--- src/rtl/cordic_fix2fp_pipe_if.sv ---
// Valid/ready stream bundle for the CORDIC fixed-to-float converter:
// fixed-point magnitude and sign in, IEEE-754 single out.
`timescale 1ns/1ps
interface cordic_fix2fp_pipe_if #(
  parameter int unsigned FIX_W = 32
);
  logic             in_valid;
  logic             in_ready;
  logic [FIX_W-1:0] fix_in;
  logic             sign_in;
  logic             out_valid;
  logic             out_ready;
  logic [31:0]      fp_out;

  // Producer/consumer side: drives inputs and out_ready.
  modport master (
    output in_valid, fix_in, sign_in, out_ready,
    input  in_ready, out_valid, fp_out
  );

  // Converter side.
  modport slave (
    input  in_valid, fix_in, sign_in, out_ready,
    output in_ready, out_valid, fp_out
  );
endinterface

--- src/rtl/cordic_fix2fp_pipe.sv ---
// Three-stage converter from unsigned Q1.(FIX_W-1) magnitude plus sign to
// IEEE-754 single: capture, leading-one normalise, round-to-nearest-even/pack.
`timescale 1ns/1ps
module cordic_fix2fp_pipe #(
  parameter int unsigned FIX_W    = 32,
  parameter int unsigned EXP_BIAS = 127
) (
  input logic                 clock,
  input logic                 aclr_n,
  input logic                 clk_en,
  cordic_fix2fp_pipe_if.slave bus
);

  localparam int unsigned LZ_W    = $clog2(FIX_W + 1);
  localparam int unsigned NORM_W  = (FIX_W < 32) ? 32 : FIX_W;
  localparam int unsigned MANT_W  = 23;
  localparam int unsigned MANT_CW = MANT_W + 1;
  localparam int unsigned EXP_W   = 8;
  localparam int unsigned FP_W    = 32;

  logic adv;

  logic             s1_valid;
  logic             s1_sign;
  logic [FIX_W-1:0] s1_fix;

  logic [LZ_W-1:0]   s1_lz;
  logic [NORM_W-1:0] s1_align;
  logic [NORM_W-1:0] s1_norm;
  logic [EXP_W-1:0]  s1_exp;

  logic              s2_valid;
  logic              s2_sign;
  logic              s2_zero;
  logic [EXP_W-1:0]  s2_exp;
  logic [NORM_W-2:0] s2_frac;

  logic [MANT_W-1:0]  s2_mant;
  logic               s2_guard;
  logic               s2_sticky;
  logic               s2_round_up;
  logic [MANT_CW-1:0] s2_mant_sum;
  logic [EXP_W-1:0]   s2_exp_rnd;
  logic [FP_W-1:0]    s2_fp;

  logic            out_valid_q;
  logic [FP_W-1:0] fp_q;

  // Global stall: every stage, bubbles included, moves only on adv.
  assign adv          = clk_en & (~out_valid_q | bus.out_ready);
  assign bus.in_ready = adv;
  assign bus.out_valid = out_valid_q;
  assign bus.fp_out    = fp_q;

  // Stage 1: capture.
  always_ff @(posedge clock) begin
    if (!aclr_n) begin
      s1_valid <= 1'b0;
      s1_sign  <= 1'b0;
      s1_fix   <= '0;
    end else if (adv) begin
      s1_valid <= bus.in_valid & adv;
      s1_sign  <= bus.sign_in;
      s1_fix   <= bus.fix_in;
    end
  end

  // Leading-zero count: the highest set bit is visited last and wins.
  always_comb begin
    s1_lz = LZ_W'(FIX_W);
    for (int i = 0; i < int'(FIX_W); i++) begin
      if (s1_fix[i]) begin
        s1_lz = LZ_W'(int'(FIX_W) - 1 - i);
      end
    end
  end

  // Left-align into at least 32 bits so the rounding taps are fixed positions.
  always_comb begin
    s1_align = NORM_W'(s1_fix) << (NORM_W - FIX_W);
    s1_norm  = s1_align << s1_lz;
    s1_exp   = EXP_W'(EXP_BIAS - 32'(s1_lz));
  end

  // Stage 2: normalised fraction; a clear MSB after shifting means zero input.
  always_ff @(posedge clock) begin
    if (!aclr_n) begin
      s2_valid <= 1'b0;
      s2_sign  <= 1'b0;
      s2_zero  <= 1'b1;
      s2_exp   <= '0;
      s2_frac  <= '0;
    end else if (adv) begin
      s2_valid <= s1_valid;
      s2_sign  <= s1_sign;
      s2_zero  <= ~s1_norm[NORM_W-1];
      s2_exp   <= s1_exp;
      s2_frac  <= s1_norm[NORM_W-2:0];
    end
  end

  // Round to nearest even; an all-ones mantissa carries into the exponent.
  always_comb begin
    s2_mant     = s2_frac[NORM_W-2 -: MANT_W];
    s2_guard    = s2_frac[NORM_W-MANT_W-2];
    s2_sticky   = |s2_frac[NORM_W-MANT_W-3:0];
    s2_round_up = s2_guard & (s2_sticky | s2_mant[0]);
    s2_mant_sum = {1'b0, s2_mant} + MANT_CW'(s2_round_up);
    s2_exp_rnd  = s2_exp + EXP_W'(s2_mant_sum[MANT_W]);
    s2_fp       = s2_zero ? '0 : {s2_sign, s2_exp_rnd, s2_mant_sum[MANT_W-1:0]};
  end

  // Stage 3: output register; bubbles present zero.
  always_ff @(posedge clock) begin
    if (!aclr_n) begin
      out_valid_q <= 1'b0;
      fp_q        <= '0;
    end else if (adv) begin
      out_valid_q <= s2_valid;
      fp_q        <= s2_valid ? s2_fp : '0;
    end
  end

endmodule

--- src/flat_wrapper.sv ---
// flat-port wrapper written by rule: the top's interface ports become plain ports
module cordic_fix2fp_pipe_flat 
#(
  parameter int unsigned FIX_W    = 32,
  parameter int unsigned EXP_BIAS = 127
)
  (clock, aclr_n, clk_en, bus_in_valid, bus_fix_in, bus_sign_in, bus_out_ready, bus_in_ready, bus_out_valid, bus_fp_out);
  cordic_fix2fp_pipe_if #(.FIX_W(FIX_W)) bus_i ();
  input logic clock;
  input logic aclr_n;
  input logic clk_en;
  input wire logic [$bits(bus_i.in_valid)-1:0] bus_in_valid;
  input wire logic [$bits(bus_i.fix_in)-1:0] bus_fix_in;
  input wire logic [$bits(bus_i.sign_in)-1:0] bus_sign_in;
  input wire logic [$bits(bus_i.out_ready)-1:0] bus_out_ready;
  output wire logic [$bits(bus_i.in_ready)-1:0] bus_in_ready;
  output wire logic [$bits(bus_i.out_valid)-1:0] bus_out_valid;
  output wire logic [$bits(bus_i.fp_out)-1:0] bus_fp_out;
  assign bus_i.in_valid = bus_in_valid;
  assign bus_i.fix_in = bus_fix_in;
  assign bus_i.sign_in = bus_sign_in;
  assign bus_i.out_ready = bus_out_ready;
  assign bus_in_ready = bus_i.in_ready;
  assign bus_out_valid = bus_i.out_valid;
  assign bus_fp_out = bus_i.fp_out;
  cordic_fix2fp_pipe #(.FIX_W(FIX_W), .EXP_BIAS(EXP_BIAS)) u_core (.clock(clock), .aclr_n(aclr_n), .clk_en(clk_en), .bus(bus_i));
endmodule
--- config.mk ---
export PLATFORM = sky130hd
export DESIGN_NAME = cordic_fix2fp_pipe_flat
export DESIGN_NICKNAME = d
export VERILOG_FILES = /design/src/rtl/cordic_fix2fp_pipe_if.sv /design/src/rtl/cordic_fix2fp_pipe.sv /design/src/flat_wrapper.sv
export SDC_FILE = /design/constraint.sdc
export NUM_CORES = 1
export LEC_CHECK = 0
export CAP_MARGIN = 20
export CORE_MARGIN = 3
export CORE_UTILIZATION = 60
export DETAILED_ROUTE_END_ITERATION = 12
export GPL_TIMING_DRIVEN = 0
export HOLD_SLACK_MARGIN = 0.08
export PLACE_DENSITY = 0.84
export SETUP_SLACK_MARGIN = 0.15
export SLEW_MARGIN = 20
export SYNTH_ARGS = -nofsm -noshare
export SYNTH_HDL_FRONTEND = slang
export SYNTH_SLANG_ARGS = --single-unit
--- constraint.sdc ---
create_clock -name clock -period 5.7 [get_ports clock]
set_input_delay 1.14 -clock clock [delete_from_list [all_inputs] [get_ports clock]]
set_output_delay 1.14 -clock clock [all_outputs]
set_load 0.01 [all_outputs]
==> metrics <==
hold buffer count at CTS 0; clock sink total ~110; Clock Latency Late Sink ~0.40 ns; Max Freq 0.204 GHz; Via density around 6.6; Setup-failing EPs final 0; Seq cells post-synth 108; PD cells about 280 nW/um^2; MaxCap Viol Count 0; # rows 37; Synth async-reset ratio 0%; placed cell areas 7420 sq um; WL/cell 20.9 um; gr ovfl total 0; Die Area 12200 sq um; Starting Density 62.4%; Syn Nets 873; DP Wirelength between 15000 and 20000 um; post-CTS sizing 0; Hold WC Path Type register to register; worst-margin pin slew 1.14 ns; critical setup path kind primary input to primary output; period utilisation layout 85.8%; max-slew violation count 0; WP data required 4.56 ns; Main synth FF type dfxtp_1; TritonCTS clock tree built; Static Leak 2.90 nW; synth unique cells 76; critical path peak fanout 10; total area of sequential cells 2160 sq um; final worst slack 0.808 ns; die width 110 um; Synth Warn # 0; Synth Cell Area 6530 sq um; drt pass-1 iters 5; Crit path arrival time 3.75 ns; Num CTS Buffers 9; Longest Clk Path Bufs 2; Worst setup EP type primary output; nets@finish 955; port buffer count 71; min cycle time layout 4.89 ns; num ports 72; vias in the first global route 6524; core area 10500 sq um; DRC 0; die height 110 um; Post-synth EDFFs 0; slew margin rel. between 20% and 30%; CTS Root Cell clkbuf_8; multi-input gate area in the final layout between 3000 and 4000 sq um; setup TNS 0 ns; Area Growth Syn to Fin 17.5%; Seq/Total Area, Yosys 33.1%; post-route cell area about 7700 sq um; drt total wl ~22000 um; Worst Skew about 0.0083 ns; GPL Wtd Cong around 1; RSZ-0062 raised after global routing false; H-Tree Depth 3; cells after synthesis 832; Filler cells 785; first-pass GRT wire length 34000 um; status finished clean; pin count of the biggest net entering global routing 20; vias post-DR 6997; Setup Buffers After CTS 0; Syn Area/Cell 7.84 sq um; VDD IR-drop max around 0.19 mV; initial DRC count 768; ANT cells 0; dpl ws 0.953 ns; share of cells above drive strength 1 7.40%; initial antenna violation count 1; antenna viol nets, final 0; Hold Violations, Final 0; startpoint types primary input; Worst-path clk slew 0.10 ns; total track usage 36.4%
[metrics by stage]
| stage | utilization, % | std cells | power (mW) | hold slack, ns |
|---|---|---|---|---|
| finish | 73.3 | 1055 | 2.14 | 0.465 |
| floorplan | - | 832 | 1.33 | 0.432 |
| global route | 73.3 | 1055 | 2.21 | 0.483 |
| CTS | 73.3 | 1055 | 2.11 | 0.464 |
| detailed placement | 70.9 | 1039 | 1.53 | 0.448 |
| global placement | 70.8 | 1039 | 1.52 | 0.436 |
[synth_stat cells (5+ instances only)]
cell | instances | area share [%]
xor2_1 | 17 | 2.3
xnor2_1 | 9 | 1.2
o211ai_1 | 9 | 1.0
a221oi_1 | 7 | 0.94
a211oi_1 | 9 | 1.0
a31oi_1 | 7 | 0.67
buf_2 | 12 | 0.92
and3_1 | 7 | 0.67
nand2b_1 | 5 | 0.48
a22oi_1 | 36 | 4.1
nor2b_1 | 5 | 0.48
or4_1 | 6 | 0.69
mux2_2 | 12 | 2.1
nand2_1 | 132 | 7.6
a21oi_1 | 75 | 5.8
inv_1 | 14 | 0.81
nand3_1 | 20 | 1.5
and2_1 | 8 | 0.77
mux2i_1 | 41 | 6.3
nand4_1 | 9 | 0.86
clkbuf_1 | 49 | 2.8
nor3_1 | 14 | 1.1
dfxtp_1 | 108 | 33
nor4_1 | 10 | 0.96
nor2_1 | 88 | 5.1
o21ai_0 | 30 | 2.3
[layout by cell type (no fill, tap or decap), types with 12 or more instances in the layout]
cell type	instances
xor2_1	17
mux2_2	12
a21oi_1	75
a22oi_1	36
nor3_1	14
nor2_1	88
dfxtp_1	108
o21ai_0	30
nand3_1	20
nand2_1	132
clkdlybuf4s50_1	71
mux2i_1	41
buf_2	12
clkbuf_1	49
inv_1	14
[cell families (layout without fill, tap and decap cells)]
kind of cell	Yosys count	count (layout)	synth area share [%]
AO/OA/AOI/OAI	230	230	23.8
XOR/XNOR	26	26	3.49
adder cells (fa/ha/maj)	3	3	0.575
buffers and inverters	87	174	5.98
flip-flops	108	108	33.1
multiplexers	62	62	11.3
AND/OR/NAND/NOR	316	316	21.6
[report_power, final]
group	internal (mW)	total, mW	leakage (nW)	switching [mW]
Clock	0.300	0.597	0.124	0.298
Sequential	0.796	0.840	0.882	0.0439
Combinational	0.272	0.707	1.89	0.435
Total	1.37	2.14	2.90	0.776
[worst max-delay path, stage by stage]
cell,delay (ns)
clkdlybuf4s50_1,0.40
o21ai_1,0.87
inv_2,0.37
clkbuf_1,0.38
clkdlybuf4s50_1,0.58
[area by class of cell]
type / count / share of cell area [%]
clock inverter: 7 / 1.68
buffer: 72 / 4.35
tap: 136 / 2.22
multi-input combinational: 637 / 51.9
inverter: 15 / 0.734
clock buffer: 9 / 1.61
sequential: 108 / 28.2
timing repair buffer: 71 / 9.26
[routing by layer]
layer | up-vias | global-route usage (%) | wire (um)
met5 | - | 0 | 0
met4 | 0 | 23.5 | 1340
met3 | 96 | 6.00 | 1970
met2 | 445 | 60.2 | 10300
met1 | 3294 | 43.7 | 8430
li1 | 3162 | - | -
[flip-flops by register name, summed over array words and instances, names as in the netlist]
register	flops
u_core.bus.out_valid	1
u_core.s2_zero	1
u_core.s1_valid	1
u_core.s1_sign	1
u_core.s2_valid	1
u_core.bus.fp_out	32
u_core.s2_exp	7
u_core.s2_frac	31
u_core.s2_sign	1
u_core.s1_align	32
[worst paths after layout]
| kind | from | to | slack, ns | depth (start not counted) |
|---|---|---|---|---|
| worst max-delay path | bus_out_ready | bus_in_ready | 0.81 | 5 |
| worst min-delay path | u_core.s1_sign | u_core.s2_sign | 0.46 | 2 |
| worst max register to register | u_core.s1_align[25] | u_core.s2_frac[27] | 1.91 | 10 |
| worst min register to register | u_core.s1_sign | u_core.s2_sign | 0.46 | 2 |
Note: power is estimated with default switching activity, not from simulation.
